**src/rtl/usb_ctrl_regs_tx.sv**
```systemverilog
// Streams ctrl-regs frames from the register reader onto an FT245-sync write port.
// A small byte buffer decouples the 3-cycle reader handshake from FTDI back-pressure.
module usb_ctrl_regs_tx #(
    parameter int unsigned FIFO_DEPTH  = 4,
    parameter int unsigned FRAME_BYTES = 22
) (
    input  logic       clk,
    input  logic       rst,
    input  logic       usb_tx_start,
    output logic       rdreq,
    input  logic [7:0] q,
    input  logic       last_byte,
    input  logic       ft_txe_n,
    output logic       ft_wr_n,
    output logic [7:0] ft_data,
    output logic       ft_siwu_n,
    output logic       busy,
    output logic       frame_done,
    output logic       len_err,
    output logic [4:0] byte_cnt
);
    localparam int unsigned AW = (FIFO_DEPTH > 1) ? $clog2(FIFO_DEPTH) : 1;
    localparam int unsigned CW = AW + 1;

    typedef enum logic [2:0] {IDLE, CAP0, REQ, WAIT1, WAIT2, DRAIN, SIWU} state_t;

    state_t        state, state_nxt;
    logic [7:0]    mem [FIFO_DEPTH];
    logic [AW-1:0] wr_ptr, rd_ptr;
    logic [CW-1:0] count, count_nxt;
    logic          lb;
    logic          push, pop, accept, out_full, rdreq_nxt;

    // Output register is full exactly while the write strobe is asserted.
    assign out_full = ~ft_wr_n;
    assign accept   = out_full & ~ft_txe_n;
    assign push     = (state == CAP0) || (state == WAIT2);
    assign pop      = (count != '0) && (~out_full || accept);

    // Next state, buffer occupancy and the read request for the coming cycle.
    always_comb begin
        state_nxt = state;
        count_nxt = count;
        rdreq_nxt = 1'b0;
        case ({push, pop})
            2'b10:   count_nxt = count + CW'(1);
            2'b01:   count_nxt = count - CW'(1);
            default: count_nxt = count;
        endcase
        case (state)
            IDLE:    if (usb_tx_start) state_nxt = CAP0;
            CAP0:    state_nxt = REQ;
            REQ:     if (rdreq) state_nxt = WAIT1;
            WAIT1:   state_nxt = WAIT2;
            WAIT2:   state_nxt = (lb && !usb_tx_start) ? DRAIN : REQ;
            DRAIN:   if ((count == '0) && !out_full) state_nxt = SIWU;
            SIWU:    state_nxt = IDLE;
            default: state_nxt = IDLE;
        endcase
        // Registered rdreq is high in REQ only while the buffer has room.
        rdreq_nxt = (state_nxt == REQ) && (count_nxt < CW'(FIFO_DEPTH));
    end

    always_ff @(posedge clk) begin
        if (push) mem[wr_ptr] <= q;
    end

    always_ff @(posedge clk or posedge rst) begin
        if (rst) begin
            state      <= IDLE;
            rdreq      <= 1'b0;
            count      <= '0;
            wr_ptr     <= '0;
            rd_ptr     <= '0;
            lb         <= 1'b0;
            ft_wr_n    <= 1'b1;
            ft_data    <= 8'd0;
            ft_siwu_n  <= 1'b1;
            busy       <= 1'b0;
            frame_done <= 1'b0;
            len_err    <= 1'b0;
            byte_cnt   <= 5'd0;
        end else begin
            state      <= state_nxt;
            rdreq      <= rdreq_nxt;
            count      <= count_nxt;
            busy       <= (state_nxt != IDLE);
            frame_done <= (state_nxt == SIWU);
            ft_siwu_n  <= (state_nxt != SIWU);
            if (push) wr_ptr <= wr_ptr + AW'(1);
            if (state == WAIT1) lb <= last_byte;
            if (pop) begin
                ft_data <= mem[rd_ptr];
                rd_ptr  <= rd_ptr + AW'(1);
                ft_wr_n <= 1'b0;
            end else if (accept) begin
                ft_wr_n <= 1'b1;
            end
            if (state == CAP0) begin
                byte_cnt <= 5'd0;
                len_err  <= 1'b0;
            end else begin
                if (accept && (byte_cnt != 5'd31)) byte_cnt <= byte_cnt + 5'd1;
                if ((state_nxt == SIWU) && (byte_cnt != 5'(FRAME_BYTES))) len_err <= 1'b1;
            end
        end
    end
endmodule

```
**config.mk**
```make
export PLATFORM = sky130hd
export DESIGN_NAME = usb_ctrl_regs_tx
export DESIGN_NICKNAME = d
export VERILOG_FILES = /design/src/rtl/usb_ctrl_regs_tx.sv
export SDC_FILE = /design/constraint.sdc
export NUM_CORES = 1
export LEC_CHECK = 0
export CORE_MARGIN = 2
export CORE_UTILIZATION = 45
export CTS_CLUSTER_DIAMETER = 100
export DETAILED_ROUTE_END_ITERATION = 10
export PLACE_DENSITY_LB_ADDON = 0.25
export SETUP_SLACK_MARGIN = 0.4
export SYNTH_ARGS = -nofsm -noshare
export SYNTH_HDL_FRONTEND = slang
export SYNTH_SLANG_ARGS = --single-unit
```
**constraint.sdc**
```tcl
create_clock -name clk -period 3 [get_ports clk]
set_clock_uncertainty 0.15 [all_clocks]
set_input_delay 0.45 -clock clk [delete_from_list [all_inputs] [get_ports clk]]
set_output_delay 0.45 -clock clk [all_outputs]
set_load 0.05 [all_outputs]
```
==> metrics.md, run 1 <==
| Metric | Value |
|---|---|
| TritonCTS Buffers | 9 |
| Syn_nets | 186 |
| Final Critical Period | 2.43 ns |
| Int Pwr | 2.19 mW |
| DRC viols | 0 |
| Vias/cell | 5.12 |
| Number of global-route vias before repair | 1557 |
| Xor-xnor portion of the synthesized cell area | 3.35% |
| Setup CP Type | reg -> reg |
| Arr. time, crit path | 2.53 ns |
| Initial antenna violation count | 0 |
| Switching Share | 37.5% |
| Maximum VDD drop | 0.533 mV |
| Die ar. | 0.00644 mm^2 |
| # IOs | 32 |
| Max Slew Vio Count | 0 |
| Hold_buf cts | 0 |
| Static Leakage | 1.23 nW |
| Post-synthesis adder-cell area fraction | 4.59% |
| Number of register bits inferred by synthesis | 62 |
| Post-Synthesis Cells | 164 |
| Design Power | 3.50 mW |
| Die width | 80.3 um |
| Ys Warns | 0 |
| Drt first pass iters | 4 |
| Worst skew pair latency | 0.34 ns |
| Ys async rst share | 48.4% |
| Part of the power in registers | 40.0% |
| Final layout net count | 226 |
| Critical Path RT | 3.10 ns |
| Max transition margin | 49.4% |
| Final TNS setup | 0 ns |
| RSZ-0062 raised after global routing | false |
| Detailed Place HPWL | 2980 um |
| Core area | 0.00557 mm^2 |
| CTS Sinks | 62 |
| Status | finished, final reports clean |
| Worst Tran Pin Value | 0.757 ns |
| Sequential-to-total area share from yosys stat | 65.5% |
| Power Dens Cells | 1100 mW/mm^2 |
| Total gr overflow | 0 |
| Syn Std Cell Area | 0.00262 mm^2 |
| Worst Reg2Reg Path Length in Cells | 10 |
| Synthesis-to-layout area growth | 22.1% |
| Largest net degree at the start of global routing | 31 |
| Clock share of power | 20.7% |
| Setup crit end kind | flip-flop |
| N_diodes | 0 |
| Cell Rows | 27 |
| GP Congestion | 0.778 |
| Clk Tree Root Cell | clkbuf_8 |
| GRT Total Usage | 16.3% |
| Fin. Hold Viols | 0 |
| CTS clock-pin slew for the worst setup and hold paths | 0.07 ns |
| Main combinational cell family by area after synthesis | multiplexers |
| Yosys top cell area share | 36.7% |
| Starting density of the core | 47.0% |
| Crit-path max FO | 10 |
| Simple-gate share of the synthesized area | 9.32% |
| Psw | 1.32 mW |
| Routed WL | 4470 um |
| CTS max path bufs | 2 |
| Cell variety after synth | 40 |
| Final Setup Violations | 0 |
| Final ANT Viol Nets | 0 |
| # H-tree levels | 3 |
| Fmax achieved | 411 MHz |
| Top cells by area, synth | edfxtp_1 (37%), dfrtp_1 (27%), mux4_2 (6.9%) |
| Fillers | 448 |
| Die height | 80.3 um |
| Vias after detailed routing | 1438 |
| Number of synthesized flops with an enable pin | 32 |
| First-pass GRT wire length | 7490 um |
| DR iter-0 viols | 88 |
| Logic pwr share | 39.3% |
| TritonCTS clock tree | built |
| Multiplexer share of the synthesized area | 12.0% |
| Share of cells above drive strength 1 | 23.4% |
| Post-Syn Area per Cell | 16.0 um^2 |
| Yosys top cell by area | edfxtp_1 |
| Startpoint Class | flip-flop |
| Max-cap viol count | 0 |
| Final period util | 81.1% |
| Mean routed wirelength per cell | 15.9 um |
| Worst Hold Class | in -> async |
| I/O Buffers | 31 |
| Compound-Gate Fraction of Synth Area | 2.29% |
| Post-synth top flop | edfxtp_1 |
power by group through the flow:
stage,clock network [mW],logic (mW),registers (mW)
global placement,0,1.32,1.41
global route,0.789,1.49,1.45
CTS,0.744,1.37,1.42
floorplan,0,0.796,1.63
detailed placement,0,1.36,1.43
finish,0.725,1.38,1.40
kinds of logic after synthesis:
kind of cell / Yosys count
DFF: 62
and+or+nand+nor: 40
muxes: 20
buffers and inverters: 13
AOI/OAI and AO/OA: 10
xor gates and xnor gates: 10
adders and majority gates: 9
worst max-delay path, cell delays in order (launching register included):
cell and delay [ns]:
dfrtp_1 0.49, xnor2_1 0.17, nor2_1 0.09, buf_4 0.15, inv_1 0.06, ha_1 0.23
fa_1 0.39, xnor2_1 0.16, nor2_1 0.07, xor2_1 0.16, nor4_2 0.22
metal layers:
layer | track usage (%) | share of wire (%) | up-vias
li1 | - | - | 671
met1 | 19.2 | 43 | 722
met2 | 26.8 | 51 | 38
met3 | 5.73 | 4.3 | 7
met4 | 7.46 | 1.2 | 0
met5 | 0 | 0 | -
layout by cell type, fill, tap and decap left out, drive strengths merged, types with 2 or more instances in the layout:
cell type | netlist | final
nor3 | 3 | 3
and2 | 4 | 4
buf | 4 | 4
xor2 | 4 | 4
mux4 | 8 | 8
mux2 | 10 | 10
o21ai | 4 | 4
dfrtp | 28 | 28
a21oi | 3 | 3
clkinv | 0 | 4
clkdlybuf4s50 | 0 | 31
nor2 | 9 | 9
mux2i | 2 | 2
dfstp | 2 | 2
and2b | 2 | 2
ha | 8 | 8
nor4 | 2 | 2
xnor2 | 6 | 6
nor2b | 4 | 4
inv | 7 | 7
edfxtp | 32 | 32
nand2 | 7 | 7
nor3b | 2 | 2
clkbuf | 2 | 10
worst paths after layout:
check | startpoint | to | slack, ns
worst min register to register | lb | lb | 0.36
worst min-delay path | rst | ft_data[7] | 0.36
max in group asynchronous | rst | ft_wr_n | 2.02
worst max register to register | state[2] | rdreq | 0.57
worst max-delay path | state[2] | rdreq | 0.57
min in group clk | lb | lb | 0.36
layout make-up:
cell class / count / area (um^2) / share of cell area [%]
clock buffer: 10 / 138 / 4.31
clock inverter: 6 / 61.3 / 1.92
inverter: 7 / 26.3 / 0.822
multi-input combinational: 89 / 825 / 25.8
sequential: 62 / 1720 / 53.7
tap: 72 / 90.1 / 2.82
timing repair buffer: 35 / 340 / 10.6
registers in the layout, summed over array words and instances, names as in the netlist, 2 cells and up:
register  count
mem          32
ft_data       8
byte_cnt      5
count         3
state         3
rd_ptr        2
wr_ptr        2
cell usage after synthesis (3+ instances only):
library cell,count
a21oi_1,3
and2_1,4
dfrtp_1,28
edfxtp_1,32
ha_1,8
inv_1,7
mux2_2,10
mux4_2,8
nand2_1,7
nor2_1,9
nor2b_1,3
o21ai_0,3
xnor2_1,6
xor2_1,4
per-stage QoR:
| stage | setup slack, ns | area, um^2 | utilization (%) | instances | hold WS (ns) |
|---|---|---|---|---|---|
| 4_1_cts | 0.486 | 3190 | 57.2 | 280 | 0.363 |
| 5_1_grt | 0.408 | 3200 | 57.3 | 281 | 0.371 |
| 3_5_place_dp | 0.268 | 2990 | 53.6 | 264 | 0.345 |
| 2_1_floorplan | 0.669 | 2620 | - | 164 | 0.323 |
| 6_report | 0.568 | 3200 | 57.3 | 281 | 0.357 |
| 3_3_place_gp | 0.360 | 2990 | 53.6 | 264 | 0.334 |
what timing repair did:
action                     CTS  global route
gates resized for setup      0             1
setup buffers                0             1
setup endpoints to repair    0             1
(Power assumes the default switching activity.)
==> run 2, diff against run 1 <==
Clock period 3 ns to 2 ns, I/O delays scaled along.
==> run 2 against run 1 <==
Compared with the run above:
- the run now ends with negative setup slack left
- flip-flop and latch count unchanged
- routed wire length increased by 7.3%
- non-clock buffer count increased by 24
- design area increased by 9.5%
- global-route usage decreased by 0.33 points
- clock-buffer cell count increased by 1
- critical endpoint unchanged
==> metrics.md, run 2 (synthesis gave the netlist of run 1 again) <==
| Metric | Value |
|---|---|
| Number of global-route vias before repair | 1587 |
| Max Slew Vio Count | 0 |
| Clk Tree Root Cell | clkbuf_8 |
| Setup crit end kind | flip-flop |
| Vias/cell | 5.10 |
| Die width | 80.3 um |
| CTS Sinks | 62 |
| Setup CP Type | reg -> reg |
| Cell Rows | 27 |
| Largest net degree at the start of global routing | 31 |
| Vias after detailed routing | 1556 |
| Delay-heaviest family, CP | adder cells |
| Total gr overflow | 0 |
| Part of the power in registers | 35.0% |
| I/O Buffers | 31 |
| Power Dens Cells | 1640 mW/mm^2 |
| Initial antenna violation count | 0 |
| Max reg flops | 32 |
| Worst skew pair latency | 0.32 ns |
| Largest register by flop count | mem |
| RSZ-0062 raised after global routing | true |
| Fin worst setup slack | -0.0311 ns |
| Core area | 0.00557 mm^2 |
| Detailed Place HPWL | 3130 um |
| # H-tree levels | 3 |
| Max-cap viol count | 0 |
| CTS clock-pin slew for the worst setup and hold paths | 0.07 ns |
| CTS max path bufs | 2 |
| Critical-path cell list | nor3_4 -> nor2_4 -> ha_4 -> fa_2 -> xnor2_1 -> nor2_1 -> xor2_1 -> nor4_2 |
| Maximum VDD drop | 0.857 mV |
| Final period util | 102% |
| Logic pwr share | 47.3% |
| Switching Share | 36.9% |
| Crit-path max FO | 2 |
| Int Pwr | 3.63 mW |
| DRC viols | 0 |
| N_diodes | 0 |
| Violated checks | negative setup slack |
| Final ANT Viol Nets | 0 |
| TritonCTS clock tree | built |
| Fin. Hold Viols | 0 |
| Placement Setup Slack | -0.437 ns |
| Flip-flop and latch area | 0.00172 mm^2 |
| Worst Hold Class | in -> async |
| Area of the multi-input gates | 945 um^2 |
| Die height | 80.3 um |
| Clock share of power | 17.7% |
| Static Leakage | 1.39 nW |
| Routed WL | 4790 um |
| Critical Path Max Stage Delay | 0.41 ns |
| Worst Tran Pin Value | 0.438 ns |
| Max transition margin | 70.8% |
| Worst Path Buf+Inv | 0 |
| GP Congestion | 0.776 |
| Startpoint Class | flip-flop |
| Synthesis-to-layout area growth | 33.7% |
| Psw | 2.12 mW |
| Most frequent cells in the layout | edfxtp_1 (32), buf_4 (29), dfrtp_1 (26) |
| Final layout net count | 250 |
| # IOs | 32 |
| TritonCTS Buffers | 9 |
| Final Critical Period | 2.03 ns |
| Fillers | 409 |
| Arr. time, crit path | 2.08 ns |
| Drt first pass iters | 5 |
| Status | finished, violations left |
| Starting density of the core | 47.0% |
| Mean routed wirelength per cell | 15.7 um |
| Final Setup Violations | 1 |
| Max stage delay cell, worst path | dfrtp_1 |
| Most common cell after layout, fill and taps aside | edfxtp_1 |
| GRT Total Usage | 16.0% |
| Critical Path RT | 2.05 ns |
| DR iter-0 viols | 119 |
| Top flop regs | mem x32, ft_data x8, byte_cnt x5 |
| Final hold slack | 0.211 ns |
| Fmax achieved | 492 MHz |
| Share of cells above drive strength 1 | 47.2% |
| First-pass GRT wire length | 7450 um |
| Hold_buf cts | 0 |
| Die ar. | 0.00644 mm^2 |
-- run 2: cell types whose count changed in the layout (fill, tap and decap cells not counted), moves of 3 or more --
cell	change
buf_6	+8
and2_1	-4
and2_4	+4
clkdlybuf4s50_1	-20
ha_1	-3
clkdlybuf4s15_2	+8
ha_4	+3
nor2_1	-3
buf_4	+25
-- run 2: area by class of cell --
cell class                 count  area share, %
inverter                       7          0.751
clock inverter                 5           1.43
multi-input combinational     89           27.0
sequential                    62           49.1
tap                           72           2.57
timing repair buffer          59           15.4
clock buffer                  11           3.75
-- run 2: repair_timing --
item	CTS	global route
pin swaps	4	21
resized for setup	36	25
setup buffers	4	7
endpoints found under the setup margin	30	53
-- run 2: worst paths after layout --
| check | from | endpoint | slack, ns | cells past startpoint |
|---|---|---|---|---|
| max | count[1] | rdreq | -0.03 | 8 |
| min | rst | frame_done | 0.21 | 3 |
| max reg2reg | count[1] | rdreq | -0.03 | 8 |
| min reg2reg | lb | lb | 0.35 | 1 |
| max in group asynchronous | rst | ft_wr_n | 1.17 | 3 |
| min in group clk | ft_txe_n | ft_wr_n | 0.25 | 3 |
-- run 2: power groups by stage --
| stage | registers, mW | clock network [mW] | logic [mW] |
|---|---|---|---|
| final | 2.01 | 1.02 | 2.72 |
| after global routing | 2.06 | 1.11 | 2.91 |
| after CTS | 2.00 | 1.04 | 2.50 |
| after detailed placement | 2.02 | 0 | 2.43 |
| after global placement | 1.99 | 0 | 2.34 |
| after floorplan | 2.45 | 0 | 1.25 |
-- run 2: metal layers --
metal | vias up | GRT usage, % | part of all wire [%]
li1 | 725 | - | -
met1 | 793 | 19.7 | 41
met2 | 33 | 26.3 | 53
met3 | 5 | 5.06 | 4.8
met4 | 0 | 6.27 | 0.98
met5 | - | 0 | 0
-- run 2: metrics by stage --
step	utilization [%]	total power, mW	TNS [ns]	cells	cell area, um^2
floorplan	-	3.71	-0.491	164	2650
global placement	55.6	4.33	-0.871	278	3100
detailed placement	55.6	4.45	-1.01	278	3100
CTS	60.0	5.54	-0.00663	298	3350
global route	62.8	6.09	-0.126	305	3500
finish	62.8	5.75	-0.0311	305	3500
-- run 2: worst register-to-register path, cell delays in order, from the launching register on --
cell,delay [ns]
dfrtp_1,0.41
nor3_4,0.26
nor2_4,0.06
ha_4,0.16
fa_2,0.33
xnor2_1,0.12
nor2_1,0.11
xor2_1,0.24
nor4_2,0.06
==> run 3, diff against run 2 <==
Settings changed: CORE_MARGIN 2 to not set, CTS_BUF_LIST set to sky130_fd_sc_hd__clkbuf_2 sky130_fd_sc_hd__clkbuf_4 sky130_fd_sc_hd__clkbuf_8.
==> run 3 against run 2 <==
Compared with the run above:
- the flow still finishes with violations (negative setup slack)
- via count is 0.13% lower
- worst setup slack worse by 0.038 ns
- routed wire length increased by 5.4%
- first-iteration DRC count is 57% lower
- critical path depth unchanged
- total power is 4.6% higher
- global-route usage grew 1.4 points
- design area increased by 2.4%
- utilization grew 1.9 points
- flip-flop and latch count unchanged
- sequential power barely moved
- non-clock buffer count rose by 8
- largest cell class unchanged
==> metrics.md, run 3 (synthesis gave the netlist of run 1 again) <==
| Metric | Value |
|---|---|
| Share of cells above drive strength 1 | 48.5% |
| # IOs | 32 |
| Final Setup Violations | 1 |
| # H-tree levels | 3 |
| Mean routed wirelength per cell | 16.1 um |
| FF-to-FF Start | count[0] |
| Worst skew pair latency | 0.33 ns |
| CTS Sinks | 62 |
| Cell Rows | 27 |
| Worst Reg2Reg Path Length in Cells | 8 |
| Most frequent cells in the layout | edfxtp_1 (32), buf_4 (29), dfrtp_1 (26) |
| Setup crit end kind | flip-flop |
| Final period util | 103% |
| Initial antenna violation count | 0 |
| Fin worst setup slack | -0.0693 ns |
| Cells after DPL | 279 |
| Core area | 0.00554 mm^2 |
| Max reg flops | 32 |
| RSZ-0062 raised after global routing | true |
| Max-cap viol count | 0 |
| Synthesis-to-layout area growth | 36.9% |
| Critical-path cell list | nor3_4 -> nor2_4 -> ha_4 -> fa_2 -> xnor2_1 -> nor2_1 -> xor2_1 -> nor4_2 |
| GP Congestion | 0.747 |
| N_diodes | 0 |
| Worst Setup EP | rdreq |
| Total gr overflow | 0 |
| Fmax achieved | 483 MHz |
| Clk Tree Root Cell | clkbuf_8 |
| Die height | 78.3 um |
| Static Leakage | 1.47 nW |
| Drt first pass iters | 4 |
| Design Power | 6.02 mW |
| Final layout net count | 258 |
| FF-to-FF setup slack | -0.07 ns |
| TritonCTS clock tree | built |
| Number of global-route vias before repair | 1578 |
| Final Critical Period | 2.07 ns |
| GRT Total Usage | 17.3% |
| Hold_buf cts | 0 |
| Vias after detailed routing | 1554 |
| Critical Path Max Stage Delay | 0.42 ns |
| Status | finished, violations left |
| Power Dens Cells | 1680 mW/mm^2 |
| Largest register by flop count | mem |
| Detailed Place HPWL | 3130 um |
| Die ar. | 0.00613 mm^2 |
| DRC viols | 0 |
| Most common cell after layout, fill and taps aside | edfxtp_1 |
| Arr. time, crit path | 2.14 ns |
| Crit-path max FO | 2 |
| Critical Path RT | 2.07 ns |
| CTS max path bufs | 2 |
| Largest net degree at the start of global routing | 31 |
| R2R Path End | rdreq |
| Starting density of the core | 47.2% |
| Violated checks | negative setup slack |
| First-pass GRT wire length | 7560 um |
| Worst Hold Class | in -> async |
| Maximum VDD drop | 0.626 mV |
| CTS clock-pin slew for the worst setup and hold paths | 0.07 ns |
| Top flop regs | mem x32, ft_data x8, byte_cnt x5 |
| Die width | 78.3 um |
| Worst Tran Pin Value | 0.429 ns |
| Final std cells w/o fill | 313 |
| Max transition margin | 71.4% |
| TritonCTS Buffers | 9 |
| Placement Setup Slack | -0.409 ns |
| DR iter-0 viols | 51 |
| Max Slew Vio Count | 0 |
| I/O Buffers | 31 |
| Setup CP Type | reg -> reg |
| Routed WL | 5050 um |
| Fin. Hold Viols | 0 |
| Final ANT Viol Nets | 0 |
| Vias/cell | 4.96 |
| CP startpoint | count[0] |
| Max stage delay cell, worst path | dfrtp_1 |
| Startpoint Class | flip-flop |
## run 3: changes by cell type in the layout (fill, tap and decap cells not counted), moves of 2 or more
| cell | previous run | this run |
|---|---|---|
| buf_2 | 0 | 3 |
| buf_6 | 8 | 11 |
| clkbuf_1 | 2 | 0 |
| clkbuf_4 | 0 | 3 |
| clkbuf_8 | 9 | 12 |
| clkinv_1 | 2 | 0 |
| ha_1 | 5 | 7 |
| ha_4 | 3 | 1 |
## run 3: cell type report
type | instances | area, um^2
well taps | 72 | 90.1
flip-flops and latches | 62 | 1720
inverters | 7 | 26.3
fillers | 402 | 1960
multi-input cells | 89 | 898
clock inverters | 1 | 30.0
clock buffers | 15 | 188
repair buffers | 67 | 633
## run 3: how the worst min path moves through the flow
stage	depth (start not counted)	start	to	slack (ns)
finish	3	rst	byte_cnt[1]	0.19
global route	3	rst	ft_data[3]	0.22
CTS	3	rst	ft_data[3]	0.20
detailed placement	1	ft_data[4]	ft_data[4]	0.35
global placement	1	lb	lb	0.34
floorplan	1	rst	busy	0.24
## run 3: timing repair
item | 4_1_cts | 5_1_grt
gates resized for setup | 43 | 31
setup buffers | 7 | 10
pin swaps | 6 | 3
setup endpoints to repair | 46 | 58
cloned | 0 | 1
## run 3: stage by stage
| stage | utilization (%) | hold WS [ns] | TNS [ns] | area [um^2] |
|---|---|---|---|---|
| after floorplan | - | 0.239 | -0.491 | 2650 |
| after global placement | 56.2 | 0.335 | -0.877 | 3110 |
| after detailed placement | 56.2 | 0.347 | -0.958 | 3110 |
| after CTS | 61.7 | 0.203 | 0 | 3420 |
| after global routing | 64.7 | 0.218 | -0.373 | 3580 |
| final | 64.7 | 0.194 | -0.0693 | 3580 |
## run 3: routing by layer
layer | global-route usage [%] | vias up | wire, um
li1 | - | 733 | -
met1 | 19.4 | 775 | 2070
met4 | 9.07 | 0 | 156
met3 | 6.74 | 11 | 228
met5 | 0 | - | 0
met2 | 28.6 | 35 | 2600
## run 3: where the power goes
group	internal [mW]	switching (mW)	total [mW]
Sequential	1.76	0.241	2.00
Clock	0.721	0.464	1.19
Combinational	1.39	1.44	2.83
## run 3: critical path, delay by kind of cell, from the launching register on
family,cells,cell delay (ns)
xor gates and xnor gates,2,0.37
adders and majority gates,2,0.50
DFF,1,0.42
and+or+nand+nor,4,0.53
